**src/rtl/ser_tx_shift_pkg.sv**
```systemverilog
// Shared constants and state encoding for the serial transmit/receive pair.
// Frame length depends on the SER_TX_PARITY_EN macro (adds one parity beat).
package ser_pkg;

   typedef enum logic [1:0] {
      ST_IDLE  = 2'd0,
      ST_SHIFT = 2'd1,
      ST_DONE  = 2'd2
   } serState_e;

   localparam int DEF_WIDTH = 32;
   localparam int DEF_CNT_W = 6;

`ifdef SER_TX_PARITY_EN
   localparam int PARITY_BITS = 1;
`else
   localparam int PARITY_BITS = 0;
`endif

   // A receiver built against this package sees the same frame length.
   function automatic int frameLen(input int width);
      return width + PARITY_BITS;
   endfunction

endpackage

```
**src/rtl/ser_tx_shift_if.sv**
```systemverilog
// Load handshake and serial beat signals between producer, transmitter and receiver.
// The master side is the environment (producer plus receiver); the slave side is the transmitter.
interface ser_tx_shift_if #(
   parameter int WIDTH = ser_pkg::DEF_WIDTH
);
   logic             load_valid;
   logic             load_ready;
   logic [WIDTH-1:0] load_data;
   logic             ser_ready;
   logic             ser_out;
   logic             ser_valid;
   logic             ser_first;
   logic             ser_last;
   logic             busy;
   logic             done;

   modport master (
      output load_valid, load_data, ser_ready,
      input  load_ready, ser_out, ser_valid, ser_first, ser_last, busy, done
   );

   modport slave (
      input  load_valid, load_data, ser_ready,
      output load_ready, ser_out, ser_valid, ser_first, ser_last, busy, done
   );
endinterface

```
**src/rtl/ser_tx_shift_shreg.sv**
```systemverilog
// Parallel-load, shift-left-by-one register built from individual flip-flops.
// Load wins over shift; zero is shifted into bit 0.
module shreg_pl_sl1 #(
   parameter int WIDTH = 32
) (
   input  logic             clock,
   input  logic             reset,
   input  logic             load_i,
   input  logic             shift_i,
   input  logic [WIDTH-1:0] d_i,
   output logic [WIDTH-1:0] q_o
);
   logic [WIDTH-1:0] shiftIn;

   assign shiftIn = {q_o[WIDTH-2:0], 1'b0};

   for (genvar i = 0; i < WIDTH; i++) begin : g_bit
      logic bit_q;

      always_ff @(posedge clock or negedge reset) begin
         if (!reset) begin
            bit_q <= 1'b0;
         end else if (load_i) begin
            bit_q <= d_i[i];
         end else if (shift_i) begin
            bit_q <= shiftIn[i];
         end
      end

      assign q_o[i] = bit_q;
   end
endmodule

```
**src/rtl/ser_tx_shift.sv**
```systemverilog
// MSB-first parallel-to-serial transmitter with valid/ready load and serial beat handshakes.
// Defining SER_TX_PARITY_EN appends one even-parity beat after the data bits.
module ser_tx_shift
   import ser_pkg::*;
#(
   parameter int WIDTH = DEF_WIDTH,
   parameter int CNT_W = DEF_CNT_W
) (
   input logic        clock,
   input logic        reset,
   ser_tx_shift_if.slave bus
);
   localparam int              FRAME_LEN = frameLen(WIDTH);
   localparam logic [CNT_W-1:0] LAST_CNT = CNT_W'(FRAME_LEN - 1);

   serState_e        state_q, state_d;
   logic [CNT_W-1:0] cnt_q, cnt_d;
   logic             outEn_q;
   logic [WIDTH-1:0] shreg;
   logic             accept, beat, doLoad, doShift, inShift, txBit;

   assign accept  = bus.load_valid && bus.load_ready;
   assign beat    = bus.ser_valid && bus.ser_ready;
   assign inShift = (state_q == ST_SHIFT);

   // outEn_q keeps load_ready low until the first edge after reset release.
   always_ff @(posedge clock or negedge reset) begin
      if (!reset) begin
         state_q <= ST_IDLE;
         cnt_q   <= '0;
         outEn_q <= 1'b0;
      end else begin
         state_q <= state_d;
         cnt_q   <= cnt_d;
         outEn_q <= 1'b1;
      end
   end

   always_comb begin
      state_d = state_q;
      cnt_d   = cnt_q;
      doLoad  = 1'b0;
      doShift = 1'b0;
      unique case (state_q)
         ST_IDLE: begin
            if (accept) begin
               state_d = ST_SHIFT;
               cnt_d   = '0;
               doLoad  = 1'b1;
            end
         end
         ST_SHIFT: begin
            if (beat) begin
               doShift = 1'b1;
               if (cnt_q == LAST_CNT) begin
                  state_d = ST_DONE;
               end else begin
                  cnt_d = cnt_q + CNT_W'(1);
               end
            end
         end
         ST_DONE: state_d = ST_IDLE;
         default: state_d = ST_IDLE;
      endcase
   end

   shreg_pl_sl1 #(.WIDTH(WIDTH)) u_shreg (
      .clock   (clock),
      .reset   (reset),
      .load_i  (doLoad),
      .shift_i (doShift),
      .d_i     (bus.load_data),
      .q_o     (shreg)
   );

`ifdef SER_TX_PARITY_EN
   logic parity_q;

   always_ff @(posedge clock or negedge reset) begin
      if (!reset) begin
         parity_q <= 1'b0;
      end else if (doLoad) begin
         parity_q <= ^bus.load_data;
      end
   end

   assign txBit = (cnt_q == LAST_CNT) ? parity_q : shreg[WIDTH-1];
`else
   assign txBit = shreg[WIDTH-1];
`endif

   assign bus.load_ready = (state_q == ST_IDLE) && outEn_q;
   assign bus.ser_out    = inShift && txBit;
   assign bus.ser_valid  = inShift;
   assign bus.ser_first  = inShift && (cnt_q == '0);
   assign bus.ser_last   = inShift && (cnt_q == LAST_CNT);
   assign bus.busy       = inShift;
   assign bus.done       = (state_q == ST_DONE);
endmodule
```
**src/flat_wrapper.sv**
```systemverilog
// flat-port wrapper written by rule: the top's interface ports become plain ports
module ser_tx_shift_flat import ser_pkg::*;
#(
   parameter int WIDTH = DEF_WIDTH,
   parameter int CNT_W = DEF_CNT_W
)
  (clock, reset, bus_load_valid, bus_load_data, bus_ser_ready, bus_load_ready, bus_ser_out, bus_ser_valid, bus_ser_first, bus_ser_last, bus_busy, bus_done);
  ser_tx_shift_if #(.WIDTH(WIDTH)) bus_i ();
  input logic clock;
  input logic reset;
  input wire logic [$bits(bus_i.load_valid)-1:0] bus_load_valid;
  input wire logic [$bits(bus_i.load_data)-1:0] bus_load_data;
  input wire logic [$bits(bus_i.ser_ready)-1:0] bus_ser_ready;
  output wire logic [$bits(bus_i.load_ready)-1:0] bus_load_ready;
  output wire logic [$bits(bus_i.ser_out)-1:0] bus_ser_out;
  output wire logic [$bits(bus_i.ser_valid)-1:0] bus_ser_valid;
  output wire logic [$bits(bus_i.ser_first)-1:0] bus_ser_first;
  output wire logic [$bits(bus_i.ser_last)-1:0] bus_ser_last;
  output wire logic [$bits(bus_i.busy)-1:0] bus_busy;
  output wire logic [$bits(bus_i.done)-1:0] bus_done;
  assign bus_i.load_valid = bus_load_valid;
  assign bus_i.load_data = bus_load_data;
  assign bus_i.ser_ready = bus_ser_ready;
  assign bus_load_ready = bus_i.load_ready;
  assign bus_ser_out = bus_i.ser_out;
  assign bus_ser_valid = bus_i.ser_valid;
  assign bus_ser_first = bus_i.ser_first;
  assign bus_ser_last = bus_i.ser_last;
  assign bus_busy = bus_i.busy;
  assign bus_done = bus_i.done;
  ser_tx_shift #(.WIDTH(WIDTH), .CNT_W(CNT_W)) u_core (.clock(clock), .reset(reset), .bus(bus_i));
endmodule
```
**config.mk**
```make
export PLATFORM = sky130hd
export DESIGN_NAME = ser_tx_shift_flat
export DESIGN_NICKNAME = d
export VERILOG_FILES = /design/src/rtl/ser_tx_shift_pkg.sv /design/src/rtl/ser_tx_shift_if.sv /design/src/rtl/ser_tx_shift_shreg.sv /design/src/rtl/ser_tx_shift.sv /design/src/flat_wrapper.sv
export SDC_FILE = /design/constraint.sdc
export NUM_CORES = 1
export LEC_CHECK = 0
export ABC_AREA = 1
export BUFFER_PORTS_ARGS = -buffer_cell sky130_fd_sc_hd__buf_4
export CAP_MARGIN = 20
export CORE_UTILIZATION = 47
export CTS_BUF_LIST = sky130_fd_sc_hd__clkbuf_2
export DETAILED_ROUTE_END_ITERATION = 12
export PLACE_DENSITY = 0.74
export RECOVER_POWER = 100
export REMOVE_ABC_BUFFERS = 1
export SYNTH_ARGS = -nofsm -noshare
export SYNTH_HDL_FRONTEND = slang
export SYNTH_SLANG_ARGS = --single-unit
```
**constraint.sdc**
```tcl
create_clock -name clock -period 1.9 [get_ports clock]
set_input_delay 0.285 -clock clock [delete_from_list [all_inputs] [get_ports clock]]
set_output_delay 0.285 -clock clock [all_outputs]
set_load 0.01 [all_outputs]
```
Yosys cells after proc, flatten, opt, wreduce, memory -nomap -nowiden
Cells that the tools add are included.

Bits in writable memories: 0. Bits of input ports: 36. Register bits after elaboration: 41. Bits in read-only memories: 0. Memories: 0. Output and inout port bits: 7. Bits in latches: 0.

Order comparisons: 0. Shift-type cells: 0. Bitwise gates (word level): 0. Div/mod/pow operators: 0. Multipliers: 0. Reduce and logical (&&, ||, !) cells: 12. Equality and inequality tests: 7. Mux-type cells: 76. Add/subtract/negate cells: 1.

Operators by type and width (count): $mux 1 (68); $mux 6 (3); $pmux 6 s2 (1); $add 6x1->6 const B (1); $eq 6x5->1 const B (1); $logic_and 1x1->1 (6); $logic_not 6->1 (1); $mux 2 (3); $ne 2x2->1 const B (3); $pmux 2 s2 (1); $reduce_and 4->1 (1); $reduce_bool 2->1 (2); $reduce_and 3->1 (1); $eq 2x1->1 const B (1); $eq 2x2->1 const B (1); $logic_not 2->1 (1); $ne 2x1->1 const B (1).

Longest topological paths before layout
Gate-level depths: netlist (run 1).

Depth after elaboration: 6. Mapped depth: 8.

Cells and area by module
From an unflattened synthesis (run 1), not the netlist that was laid out.

Cells, all modules: 287. Area total of the unflattened synthesis: 2313.5 um2.

By module, submodules not included: shreg_pl_sl1 (area an instance 1719.1 um2, times used 1, sequential area each 800.8 um2, cells an instance 206); ser_tx_shift (area an instance 594.3 um2, times used 1, sequential area each 225.2 um2, cells an instance 81).

Worst setup path after synthesis (run 1)
No wires, ideal clock.

Kind: flip-flop to output port. Start: register u_core.state_q[1]. End: output port bus_ser_first. Stages on the path, launching flop included: 4. Arrival time: 1.043 ns. Path buffers: 0. Path slack: 0.572 ns. Cell sequence: dfrtp_1 > inv_1 > nand2_1 > nor4_1.

Cells in the longest elaborated chain, start to end: 2.

Ends and longest elaborated chain: start, declared (RTL line ser_tx_shift.sv:16) `serState_e state_q, state_d;`; start signal, assigned (RTL line ser_tx_shift.sv:33) `state_q <= state_d;`; $eq 2x1->1 (RTL line ser_tx_shift.sv:24) `assign inShift = (state_q == ST_SHIFT);`; $logic_and 1x1->1 (RTL line ser_tx_shift.sv:95) `assign bus.ser_first = inShift && (cnt_q == '0);`; end, declared (RTL line flat_wrapper.sv:17) `output wire logic [$bits(bus_i.ser_first)-1:0] bus_ser_first;`.

No other way between the ends.

Final worst setup path (run 1)
Start: register u_core.cnt_q[0]. End: output port bus_ser_first.

Cells in the longest elaborated chain, start to end: 2.

Ends and longest elaborated chain: start, declared (RTL line ser_tx_shift.sv:17) `logic [CNT_W-1:0] cnt_q, cnt_d;`; start signal, assigned (RTL line ser_tx_shift.sv:34) `cnt_q <= cnt_d;`; $logic_not 6->1 (RTL line ser_tx_shift.sv:95); $logic_and 1x1->1 (RTL line ser_tx_shift.sv:95).

No other way between the ends.

==> impl_results.md, run 1 <==
* Status: finished clean
* Minimum clock period at roughly 1.8 ns
* First-pass GRT wire length at 6.76 mm
* Placement Setup Slack at between 0.2 and 0.3 ns
* Hold path depth at 2
* Critical path's largest stage delay at roughly 0.46 ns
* Top Family by Delay on Critical Path: flip-flops
* Cell taking the most area after synthesis: dfrtp_1
* Drt pass-1 iters at 4
* DP HPWL at just under 3 mm
* Worst-path cell chain: inv_2 -> ha_1 -> nand3_1 -> nor4_2 -> buf_4
* DR vias/cell at roughly 5.3
* Core area at 4090 um^2
* R2r setup slk at ~0.23 ns
* Initial antenna violation count at 0
* RSZ-0062 raised after global routing: true
* Synth cell count leaders: nand2_1, dfrtp_1, nand3_1, inv_1
* WS Path Type: flip-flop to output pin
* Yosys top cell area share at approximately 51%
* Final setup violation count at 0
* Die X at 67.7 um
* DRC at 0
* Cell variety after synth at 24
* Static Leak at ~1.2 nW
* Fin. Hold Viols at 0
* Avg Cell Area, Syn at 8.32 um^2
* Grt total ovfl at 0
* CP startpoint kind: flip-flop
* Finished Layout Cells at between 300 and 400
* I/O Pins at 43
* CP Data Arrival Time at ~1.5 ns
* Clk buf depth at 2
* Worst EP required at between 1.5 and 2 ns
* Final Cycle Share at a little over nine tenths
* Synth Register Bits at 41
* Cell with the most instances after synthesis: nand2_1
* VDD IR-drop max at about 0.00062 V
* CP max-delay cell: dfrtp_1
* Worst-skew pair later-pin latency at 0.38 ns
* Via Count at roughly 1800
* Fraction of layout cells with a size suffix above 1 at around a quarter
* Row cnt at 23
* RR Endpoint: u_core.cnt_q[3]
* Worst Setup End Kind: output pin
* R2R Path Start: u_core.state_q[0]
* Clk root buf: clkbuf_2
* Largest net degree at the start of global routing at 42
* Die ar. at between 4000 and 5000 um^2
* Worst R2R Path Depth at 7
* Synthesized cell area at 2030 um^2
* Final core area utilization at between 60% and 70%
* Routability cong. at around 0.86
* Worst setup margin at around 0.094 ns
* Reg clk slew, reported paths at roughly 0.19 ns
* Worst Hold Class: primary input to flip-flop
* Dpl cells at roughly 330
* Worst Path Buf+Inv at 2
* Routed Wire Length at roughly 4.3 mm
* Routed WL per cell at around 13 um
* Ys Warns at 0
* Ant diodes at 0
* # H-tree levels at 2
* Initial Utilization at about half
* Initial detailed-routing violation count at 67
* Final Max Slew Viols at 0
* Max-slew headroom at 34.3%
* Layout area overhead at 21.7%
* Clk_skew at 0.0147 ns
* Total track usage at about a fifth
* Worst-Margin Slew at ~0.99 ns
* Post-CTS Setup Bufs at 0
* Hold_sp: bus_ser_ready
* Ys async rst share at 100%
* EDFF count, synth at 0
* Vias in the first global route at roughly 1600
* Power Dens Cells at approximately 850 nW/um^2
* Hold Path Sink: u_core.state_q[0]
* Chip height at about 68 um
* Final ANT Viol Nets at 0
* # clock sinks at 41
* CTS tree: yes
* IO buf count at 42
* Final Net Count at ~320
* Total CTS buffers at 5
* Max cap viols at 0
* Main synth FF type: dfrtp_1
* Sequential-to-total area share from yosys stat at between 50% and 60%
* Fmax achieved at roughly 550 MHz
* Crit path max fanout at 4
* Largest cells by area after synthesis: dfrtp_1, nand2_1, nand3_1
* Synth Instances at 244
kinds of logic (layout without fill, tap and decap cells):
kind of cell	Yosys count	after routing	share of synthesized area [%]
fa+ha+maj	2	2	1.23
flops	41	41	50.5
simple gates	112	112	24.9
buf+inv	37	78	8.07
compound gates	51	51	15.1
other cells	1	1	0.185
final cells by class:
class                      instances  area [um^2]
multi-input combinational        166          867
timing repair buffer              49          372
sequential                        41         1030
clock inverter                     2         35.0
clock buffer                       5         25.0
tap                               50         62.6
fill                             375         1610
inverter                          22         82.6
per-stage QoR:
stage          hold WS [ns]  TNS [ns]  total power, mW  instance area, um^2
3_3_place_gp          0.295         0             1.59                 2370
2_1_floorplan       -0.0106    -0.504             1.41                 1950
3_5_place_dp          0.293         0             1.60                 2370
5_1_grt              0.0618   -0.0874             2.24                 2470
6_report              0.113         0             2.10                 2470
4_1_cts              0.0830         0             2.09                 2440
worst reg2reg max path: stages (launching register included):
cell	delay (ns)
dfrtp_1	0.48
inv_2	0.09
nor2_8	0.17
nand2_2	0.08
nand2_2	0.25
nand2_1	0.30
nand2_1	0.13
o21ai_1	0.07
sequential cells by signal (all words and copies together), names as in the netlist:
| register | count |
|---|---|
| u_core.cnt_q | 6 |
| u_core.outEn_q | 1 |
| u_core.state_q | 2 |
| u_core.u_shreg.g_bit.bit_q | 32 |
what timing repair did:
action / 4_1_cts / 5_1_grt
pin swaps: 0 / 2
resized for setup: 1 / 11
setup endpoints to repair: 1 / 2
hold endpoints to repair: 41 / 0
hold buffers: 1 / 0
gates cloned: 0 / 0
report_power, final:
group | total (mW) | switching (mW) | internal (mW)
Combinational | 0.484 | 0.258 | 0.225
Sequential | 1.13 | 0.117 | 1.02
Clock | 0.478 | 0.264 | 0.214
Total | 2.10 | 0.639 | 1.46
worst max-delay path by stage:
stage | depth (start not counted) | endpoint | start | slack, ns
3_3_place_gp | 6 | u_core.cnt_q[3] | u_core.state_q[1] | 0.34
4_1_cts | 4 | bus_ser_first | u_core.state_q[1] | 0.03
2_1_floorplan | 6 | u_core.cnt_q[4] | u_core.state_q[1] | -0.09
6_report | 5 | bus_ser_first | u_core.cnt_q[0] | 0.09
3_5_place_dp | 6 | u_core.cnt_q[3] | u_core.state_q[1] | 0.29
5_1_grt | 5 | bus_ser_first | u_core.cnt_q[0] | -0.07
routing by layer:
metal  vias to the layer above  global-route usage [%]  part of all wire, %
met1                       838                    23.7                   46
met2                        43                    34.0                   49
met4                         0                    9.31                 0.67
li1                        895                       -                    -
met5                         -                       0                    0
met3                         2                    6.25                  4.6
cell usage in the layout, fill, tap and decap left out, drive strengths merged:
cell / instances
a31oi: 8
buf: 47
bufinv: 1
clkbuf: 6
clkinv: 1
conb: 1
dfrtp: 41
dlygate4sd3: 1
ha: 2
inv: 22
nand2: 55
nand3: 36
nor2: 18
nor3b: 1
nor4: 1
o211ai: 13
o21ai: 28
o21bai: 2
or2: 1
Power figures use the tool's default switching activity.
==> inputs of run 2 (changes only) <==
--- a/config.mk
+++ b/config.mk
@@ -11,7 +11,7 @@
 export CORE_UTILIZATION = 47
 export CTS_BUF_LIST = sky130_fd_sc_hd__clkbuf_2
 export DETAILED_ROUTE_END_ITERATION = 12
-export PLACE_DENSITY = 0.74
+export PLACE_DENSITY_LB_ADDON = 0.12
 export RECOVER_POWER = 100
 export REMOVE_ABC_BUFFERS = 1
 export SYNTH_ARGS = -nofsm -noshare
==> run 2 against run 1 <==
The flow now finishes with violations (setup timing). Wire length rose by 4.8%. Utilization is 1.5 points higher. Sequential cell count stayed put. Global-route usage grew 1.9 points. Via count up 0.11%. First-iteration DRC count is 100% higher. Setup slack worse by 0.12 ns. Non-clock buffer count is 6 higher. Design area rose by 2.4%. Die area did not move. Register-to-register slack improved by 0.07 ns. Sequential share of layout area shrank 1.0 points. Critical path type unchanged. Highest routed layer unchanged.
==> impl_results.md, run 2 (synthesis results as in run 1) <==
* Fraction of layout cells with a size suffix above 1 at 27.5%
* CP Data Arrival Time at ~1.6 ns
* R2r setup slk at about 0.3 ns
* Via Count at ~1800
* Power Dens Cells at approximately 870 nW/um^2
* Chip height at approximately 68 um
* Ant diodes at 0
* Power share of the combinational group at a little over a quarter
* Routed Wire Length at 4.54 mm
* Die X at 67.7 um
* Total CTS buffers at 5
* Int Pwr at around 1.5 mW
* Worst-Margin Slew at about 0.98 ns
* NetSw at between 0.6 and 0.7 mW
* Post-DP Area at between 2000 and 2500 um^2
* Row cnt at 23
* CTS tree: yes
* Crit path max fanout at 3
* DP HPWL at slightly above 3 mm
* Worst Hold Class: primary input to flip-flop
* Clk root buf: clkbuf_2
* Largest register FFs at 32
* Hold path depth at 3
* Static Leak at around 1.2 nW
* FF/Latch Area at approximately 1000 um^2
* Final Net Count at approximately 330
* Initial Utilization at about half
* Drt pass-1 iters at 4
* Worst EP required at roughly 1.6 ns
* DR vias/cell at 5.22
* Clk buf depth at 2
* Most common cell after layout, fill and taps aside: nand2_1
* Reg clk slew, reported paths at about 0.21 ns
* Largest Register: u_core.u_shreg.g_bit.bit_q
* Layout area overhead at 24.7%
* Largest registers: u_core.u_shreg.g_bit.bit_q: 32 flops, u_core.cnt_q: 6 flops, u_core.state_q: 2 flops
* Core area at between 4000 and 5000 um^2
* CP startpoint kind: flip-flop
* Final setup violation count at 1
* Largest net degree at the start of global routing at 42
* VDD IR-drop max at 0.000597 V
* # H-tree levels at 2
* # clock sinks at 41
* Failing checks: setup timing
* Sw Ratio at between 30 and 40%
* Worst setup margin at -0.0286 ns
* Status: finished, violations left
* Design area at around 2500 um^2
* Final Cycle Share at 102%
* Die ar. at approximately 4600 um^2
* Layout fillers at roughly 380
* Worst-skew pair later-pin latency at 0.40 ns
* DRC at 0
* Routability cong. at 0.834
* Final ANT Viol Nets at 0
* Initial detailed-routing violation count at between 100 and 150
* Hold_sp: bus_load_data[23]
* Routed WL per cell at 13.3 um
* Minimum clock period at 1.93 ns
* First-pass GRT wire length at between 7 and 8 mm
* WS Path Type: flip-flop to output pin
* Footprint of the multi-input gates at between 800 and 900 um^2
* Max-slew headroom at 34.9%
* Initial antenna violation count at 0
* Flop pwr share at 51.5%
* Fin. Hold Viols at 0
* Worst R2R Path Depth at 7
* Total track usage at 22.2%
* I/O Pins at 43
* Hold Path Sink: u_core.u_shreg.g_bit[23].bit_q
* Most frequent cells in the layout: nand2_1, buf_4, dfrtp_1, nand3_1, inv_1
* Grt total ovfl at 0
* Clock power frac at approximately 22%
* Worst Setup End Kind: output pin
* Final Max Slew Viols at 0
* R2R Path Start: u_core.state_q[0]
* Vias in the first global route at roughly 1600
* Crit. Startpoint: u_core.cnt_q[1]
* Clk_skew at roughly 0.021 ns
* RSZ-0062 raised after global routing: true
* RR Endpoint: u_core.cnt_q[2]
* IO buf count at 42
* Placement Setup Slack at approximately 0.35 ns
* Max cap viols at 0
* Fmax achieved at between 500 and 600 MHz
-- run 2: worst max path at each step --
| stage | to | slack, ns | depth (start not counted) |
|---|---|---|---|
| 2_1_floorplan | u_core.cnt_q[4] | -0.09 | 6 |
| 5_1_grt | bus_ser_first | -0.09 | 6 |
| 4_1_cts | bus_ser_last | 0.03 | 6 |
| 6_report | bus_ser_first | -0.03 | 6 |
| 3_3_place_gp | u_core.cnt_q[0] | 0.41 | 6 |
| 3_5_place_dp | u_core.cnt_q[4] | 0.35 | 6 |
-- run 2: power groups by stage --
stage / clock, mW / sequential [mW] / combinational [mW]
after global placement: 0 / 1.13 / 0.465
after CTS: 0.499 / 1.12 / 0.481
after global routing: 0.544 / 1.15 / 0.653
final: 0.488 / 1.13 / 0.577
after detailed placement: 0 / 1.14 / 0.477
after floorplan: 0 / 1.11 / 0.297
-- run 2: area by class of cell --
type / instances / area share (%)
inverters: 22 / 3.36
repair buffers: 55 / 16.6
multi-input cells: 166 / 34.6
clock inverters: 2 / 1.38
well taps: 50 / 2.47
flip-flops and latches: 41 / 40.6
clock buffers: 5 / 0.988
-- run 2: critical path, cell delays in order, from the launching register on --
cell	delay [ns]
dfrtp_1	0.45
buf_6	0.14
inv_4	0.04
ha_4	0.11
nand3_2	0.07
nor4_2	0.26
buf_4	0.18
-- run 2: what timing repair did --
action                                  CTS  global route
setup buffers                             0             4
hold buffers                              1             0
endpoints found under the setup margin    0             2
resized for setup                         0            15
hold endpoints to repair                 41             0
-- run 2: metal layers --
metal,GRT usage (%),part of all wire (%),wire (um),vias up
met5,0,0,0,-
met4,9.31,1.1,50,0
met3,6.93,5.3,242,4
met2,31.7,46,2070,47
met1,31.0,48,2170,825
li1,-,-,-,904
-- run 2: per-stage QoR --
step | power, mW | std cells | setup TNS [ns] | util, % | hold slack [ns]
after floorplan | 1.41 | 229 | -0.504 | - | -0.0106
after global placement | 1.60 | 329 | 0 | 58.4 | 0.298
after detailed placement | 1.61 | 329 | 0 | 58.4 | 0.294
after CTS | 2.10 | 337 | 0 | 60.1 | 0.0958
after global routing | 2.34 | 341 | -0.164 | 62.0 | 0.0530
final | 2.19 | 341 | -0.0286 | 62.0 | 0.103
